File: src/rtl/clock_pkg.sv
// Shared definitions for the settable timekeeping core: set-mode state encoding,
// field limits and small display helpers.
package clock_pkg;

    typedef enum logic [1:0] {
        ST_RUN   = 2'd0,
        ST_SET_H = 2'd1,
        ST_SET_M = 2'd2
    } set_state_t;

    localparam int SEC_MAX  = 59;
    localparam int MIN_MAX  = 59;
    localparam int HOUR_MAX = 23;

    // Hour as shown on the display; the internal hour is always 0-23.
    function automatic logic [4:0] display_hour(input logic [4:0] h, input logic fmt12);
        if (!fmt12) begin
            return h;
        end else if (h == 5'd0) begin
            return 5'd12;
        end else if (h > 5'd12) begin
            return h - 5'd12;
        end else begin
            return h;
        end
    endfunction

    // Split a 0-99 value into {tens, ones} BCD digits.
    function automatic logic [7:0] to_bcd(input logic [6:0] v);
        return {4'(v / 7'd10), 4'(v % 7'd10)};
    endfunction

endpackage

File: src/rtl/mod_counter.sv
// Modulo-(MAX+1) counter with a carry-chain enable and a carry-free set increment.
// wrap flags the carry out of a counting step; increments from set mode never carry.
module mod_counter #(
    parameter int MAX = 59,
    parameter int W   = 6
) (
    input  logic         rst,
    input  logic         clk,
    input  logic         clr,
    input  logic         en,
    input  logic         inc,
    output logic [W-1:0] value,
    output logic         wrap
);

    localparam logic [W-1:0] MAX_V = W'(MAX);

    logic at_max;

    assign at_max = (value == MAX_V);
    assign wrap   = en & at_max;

    always_ff @(posedge clk or posedge rst) begin
        if (rst) begin
            value <= '0;
        end else if (clr) begin
            value <= '0;
        end else if (en || inc) begin
            value <= at_max ? '0 : value + W'(1);
        end
    end

endmodule

File: src/rtl/clock_core_settable.sv
// Single-clock timekeeping core: tick prescaler, RUN/SET_H/SET_M set-mode FSM,
// seconds/minutes/hours chain and BCD display digits with optional 12-hour format.
module clock_core_settable
    import clock_pkg::*;
#(
    parameter int CLK_HZ    = 50_000_000,
    parameter int QUICK_DIV = 1000
) (
    input  logic       clk,
    input  logic       rst,
    input  logic       quick,
    input  logic       run_en,
    input  logic       mode_btn,
    input  logic       inc_btn,
    input  logic       fmt12,
    output logic [4:0] hour,
    output logic [5:0] minute,
    output logic [5:0] second,
    output logic [3:0] h10,
    output logic [3:0] h1,
    output logic [3:0] m10,
    output logic [3:0] m1,
    output logic [3:0] s10,
    output logic [3:0] s1,
    output logic       pm,
    output logic [1:0] set_state,
    output logic       blink
);

    localparam int TERM_Q = CLK_HZ / QUICK_DIV;
    localparam int CNT_W  = $clog2(CLK_HZ);

    localparam logic [CNT_W-1:0] LAST_N = CNT_W'(CLK_HZ - 1);
    localparam logic [CNT_W-1:0] LAST_Q = CNT_W'(TERM_Q - 1);
    localparam logic [CNT_W-1:0] HALF_N = CNT_W'(CLK_HZ / 2);
    localparam logic [CNT_W-1:0] HALF_Q = CNT_W'(TERM_Q / 2);

    set_state_t       state, state_nx;
    logic             mode_cur, mode_prev, inc_cur, inc_prev, quick_q;
    logic             mode_edge, inc_edge, quick_chg;
    logic [CNT_W-1:0] pre_cnt, pre_last, pre_half;
    logic             pre_en, tick;
    logic             pre_clr, sec_clr, count_en, hour_inc, min_inc;
    logic             sec_wrap, min_wrap, hour_wrap_unused;
    logic [4:0]       dh;

    // Buttons are sampled once; an action fires on the registered rising edge.
    always_ff @(posedge clk or posedge rst) begin
        if (rst) begin
            mode_cur  <= 1'b0;
            mode_prev <= 1'b0;
            inc_cur   <= 1'b0;
            inc_prev  <= 1'b0;
            quick_q   <= 1'b0;
        end else begin
            mode_cur  <= mode_btn;
            mode_prev <= mode_cur;
            inc_cur   <= inc_btn;
            inc_prev  <= inc_cur;
            quick_q   <= quick;
        end
    end

    assign mode_edge = mode_cur & ~mode_prev;
    assign inc_edge  = inc_cur & ~inc_prev;
    assign quick_chg = quick ^ quick_q;

    // The prescaler keeps running in set mode so blink keeps pulsing while paused.
    assign pre_en   = (state != ST_RUN) | run_en;
    assign pre_last = quick ? LAST_Q : LAST_N;
    assign pre_half = quick ? HALF_Q : HALF_N;
    assign tick     = pre_en & ~quick_chg & (pre_cnt == pre_last);

    always_ff @(posedge clk or posedge rst) begin
        if (rst) begin
            pre_cnt <= '0;
        end else if (pre_clr || quick_chg) begin
            pre_cnt <= '0;
        end else if (pre_en) begin
            pre_cnt <= tick ? '0 : pre_cnt + CNT_W'(1);
        end
    end

    always_ff @(posedge clk or posedge rst) begin
        if (rst) begin
            state <= ST_RUN;
        end else begin
            state <= state_nx;
        end
    end

    always_comb begin
        state_nx = state;
        case (state)
            ST_RUN:   if (mode_edge) state_nx = ST_SET_H;
            ST_SET_H: if (mode_edge) state_nx = ST_SET_M;
            ST_SET_M: if (mode_edge) state_nx = ST_RUN;
            default:  state_nx = ST_RUN;
        endcase
    end

    // A mode edge always wins over an inc edge arriving in the same cycle.
    always_comb begin
        pre_clr  = 1'b0;
        sec_clr  = 1'b0;
        count_en = 1'b0;
        hour_inc = 1'b0;
        min_inc  = 1'b0;
        blink    = 1'b0;
        case (state)
            ST_RUN: begin
                sec_clr  = mode_edge;
                pre_clr  = mode_edge;
                count_en = tick & ~mode_edge;
            end
            ST_SET_H: begin
                hour_inc = inc_edge & ~mode_edge;
                blink    = (pre_cnt < pre_half);
            end
            ST_SET_M: begin
                min_inc  = inc_edge & ~mode_edge;
                pre_clr  = mode_edge;
                blink    = (pre_cnt < pre_half);
            end
            default: begin
                pre_clr  = 1'b0;
            end
        endcase
    end

    assign set_state = state;

    mod_counter #(.MAX(SEC_MAX), .W(6)) u_sec (
        .rst   (rst),
        .clk   (clk),
        .clr   (sec_clr),
        .en    (count_en),
        .inc   (1'b0),
        .value (second),
        .wrap  (sec_wrap)
    );

    mod_counter #(.MAX(MIN_MAX), .W(6)) u_min (
        .rst   (rst),
        .clk   (clk),
        .clr   (1'b0),
        .en    (sec_wrap),
        .inc   (min_inc),
        .value (minute),
        .wrap  (min_wrap)
    );

    mod_counter #(.MAX(HOUR_MAX), .W(5)) u_hour (
        .rst   (rst),
        .clk   (clk),
        .clr   (1'b0),
        .en    (min_wrap),
        .inc   (hour_inc),
        .value (hour),
        .wrap  (hour_wrap_unused)
    );

    assign pm = (hour >= 5'd12);
    assign dh = display_hour(hour, fmt12);

    assign {h10, h1} = to_bcd({2'b00, dh});
    assign {m10, m1} = to_bcd({1'b0, minute});
    assign {s10, s1} = to_bcd({1'b0, second});

endmodule

File: config.mk
export PLATFORM = sky130hd
export DESIGN_NAME = clock_core_settable
export DESIGN_NICKNAME = d
export VERILOG_FILES = /design/src/rtl/clock_pkg.sv /design/src/rtl/mod_counter.sv /design/src/rtl/clock_core_settable.sv
export SDC_FILE = /design/constraint.sdc
export NUM_CORES = 1
export LEC_CHECK = 0
export BUFFER_PORTS_ARGS = -buffer_cell sky130_fd_sc_hd__buf_2
export CAP_MARGIN = 20
export CORE_ASPECT_RATIO = 0.75
export CORE_MARGIN = 2
export CORE_UTILIZATION = 58
export CTS_CLUSTER_SIZE = 40
export DETAILED_ROUTE_END_ITERATION = 10
export MAX_ROUTING_LAYER = met4
export PLACE_DENSITY = 0.8
export SYNTH_ARGS = -nofsm -noshare
export SYNTH_HDL_FRONTEND = slang
export SYNTH_HIERARCHICAL = 1
export SYNTH_SLANG_ARGS = --single-unit
File: constraint.sdc
create_clock -name clk -period 10.8 [get_ports clk]
set_input_delay 1.08 -clock clk [delete_from_list [all_inputs] [get_ports clk]]
set_output_delay 1.08 -clock clk [all_outputs]
set_load 0.03 [all_outputs]
==> metrics.cfg <==
[outcome]
outcome=completed

[global_routing]
antenna_found_initial=0
first_global_vias=3032
grt_max_degree=27
grt_overflow=0
track_usage=0.244
grt_pass1_wl_mm=14.4

[synth]
syn_area_sq_um=3960
synth_area_per_cell_sq_um=8.64
netlist_instances=458
ys_warn_count=6

[clocking]
cts_tree=yes
cts_hold_buf=0
numCtsBuffers=5
cts.root.buffer_cell=clkbuf_8
cts_setup_buffers=0
clk-insertion-delay-late_ps=300
cts_resized=0
cts.path.max_buffers=2
clock_sink_count=50
path_clk_slew_ps=90
htreeDepth=2

[placement]
preCtsSetupSlack_ps=5510
dp_cells=589
port_buffers=47
gp_congestion=0.884
place_hpwl_mm=6.53

[timing]
setup_viol=0
worst_slack_ps=5450
finalHoldViolations=0
slew_viol_final=0
min_period_ps=5350
rsz0062_at_grt=false
tightest_slew_ps=964
fin_tns_setup_ps=0
clock_skew_ps=11.7
relSlewSlack=0.357
fmax_mhz=187
fin_crit_sh=0.495

[floorplan]
die_h_um=75.6
initial_core_util=0.591
die-area_sq_um=7510
die_w_um=99.4
core_sq_um=6700
placement_rows=26
ioPinCount=52

[critical_path]
crit_arrival_ps=4270
startpoint=u_hour/value[2]$_DFFE_PP0P_
cp_common_cell=ha_1
cp-end-kind=output port
path_max_fanout=13
required_ps=9720
worstReg2RegStart=pre_cnt[19]$_DFFE_PP0P_
cp_slowest_stage_delay_ps=600
worst_path_max_delay_cell=dfrtp_1
r2r-end=u_hour/value[2]$_DFFE_PP0P_
path_cells=inv_1, ha_1, and4bb_4, a211oi_1, a311oi_2, inv_1, ha_1, or3b_1, a2111oi_2, nor2_1, xnor2_1, ha_1, o21ai_0, nand3_1, o211ai_2, mux2i_1, buf_2
rrSetupSlack_ps=7220
rr_worst_depth=10
critical_path_class=register to output port
crit_path_start_kind=register
cp-endpoint=h1[2]

[hold_path]
hold_depth=0
min_path_type=register to register

[flow_run]
cap_violations=0

[finish]
fillers=595
final_cell_count_no_fill=596
drive_gt1_frac=0.148
multi_input_area_sq_um=2500
areaGrowthSynthToFinish_pct=8.60
antenna_cells=0
fin_nets=547
seqCellArea_sq_um=1250

[routing]
routed_via_density=5.77
drc=0
drt_first_pass_iters=4
wl_per_cell_um=14.5
drtIter0Drc=147
ant_nets=0
via_count=3437
wl_mm=8.64

[power]
irDropWorstVdd_v=0.000159
leakagePower_nw=2.01
powerDensity_nw_per_um2=160

[worst min path at each step]
stage                      startpoint            endpoint  slack [ps]
floorplan           inc_cur$_DFF_PP0_  inc_prev$_DFF_PP0_         360
global placement    inc_cur$_DFF_PP0_  inc_prev$_DFF_PP0_         380
detailed placement  inc_cur$_DFF_PP0_  inc_prev$_DFF_PP0_         380
CTS                 inc_cur$_DFF_PP0_  inc_prev$_DFF_PP0_         400
global route        inc_cur$_DFF_PP0_  inc_prev$_DFF_PP0_         430
finish              inc_cur$_DFF_PP0_  inc_prev$_DFF_PP0_         400
[metrics by stage]
stage / total power (W) / cell area (sq um) / hold WS (ps) / utilization
finish: 0.000689 / 4300 / 404 / 0.642
CTS: 0.000692 / 4300 / 403 / 0.642
detailed placement: 0.000587 / 4220 / 382 / 0.630
floorplan: 0.000513 / 4030 / 361 / -
global placement: 0.000572 / 4220 / 376 / 0.630
global route: 0.000740 / 4300 / 430 / 0.642
[layout make-up]
type / instances / share of cell area
clock buffers: 6 / 0.0169
clock inverters: 1 / 0.00175
inverters: 32 / 0.0279
multi-input cells: 375 / 0.581
flip-flops and latches: 50 / 0.291
well taps: 84 / 0.0244
repair buffers: 48 / 0.0565
[worst max-delay path, delay by kind of cell (launching register included)]
kind	cells	cell delay, ps
multiplexers	1	160
AO/OA/AOI/OAI	5	910
adder cells (fa/ha/maj)	3	690
flip-flops	1	600
XOR/XNOR	1	230
AND/OR/NAND/NOR	4	930
buffers and inverters	3	440
[sequential cells by signal, indices dropped and copies added, names as in the netlist]
signal,count
inc_cur,1
inc_prev,1
mode_cur,1
mode_prev,1
pre_cnt,26
quick_q,1
set_state,2
u_hour/value,5
u_min/value,6
u_sec/value,6
[routing by layer]
metal	GRT usage	vias to the layer above	wire, um	share of wire
met5	-	-	0	0
met4	0.0320	0	29	0.0034
met3	0.0367	5	339	0.039
met2	0.396	72	4020	0.47
met1	0.340	1644	4250	0.49
li1	-	1716	-	-
[placed cells by master, fill, tap and decap left out, drive strengths merged, types with 2 or more instances in the layout]
cell     count
nand3       15
clkbuf       6
or3b         3
o22ai        2
a31oi       10
nand4       12
o211a        3
o21a         3
and3         3
dfrtp       50
inv         32
o21ai       17
nand2       36
or2          4
a211oi       5
nand2b      11
a21oi       16
o22a         2
xor2         5
nand3b       2
or3          3
a2111oi      2
nor2b        8
nor2        64
and4         5
nor3        14
conb        19
nor4         3
nor3b        5
o221ai       3
or4          3
o211ai      10
and4b        2
ha          28
xnor2       27
mux2i        7
a21o         7
buf         48
[report_power, final]
part	total, W	internal [W]	switching, W
clock network	0.000106	0.0000446	0.0000611
logic	0.000334	0.000111	0.000223
registers	0.000250	0.000205	0.0000449
total	0.000689	0.000360	0.000329
Note: power is estimated with default switching activity, not from simulation.
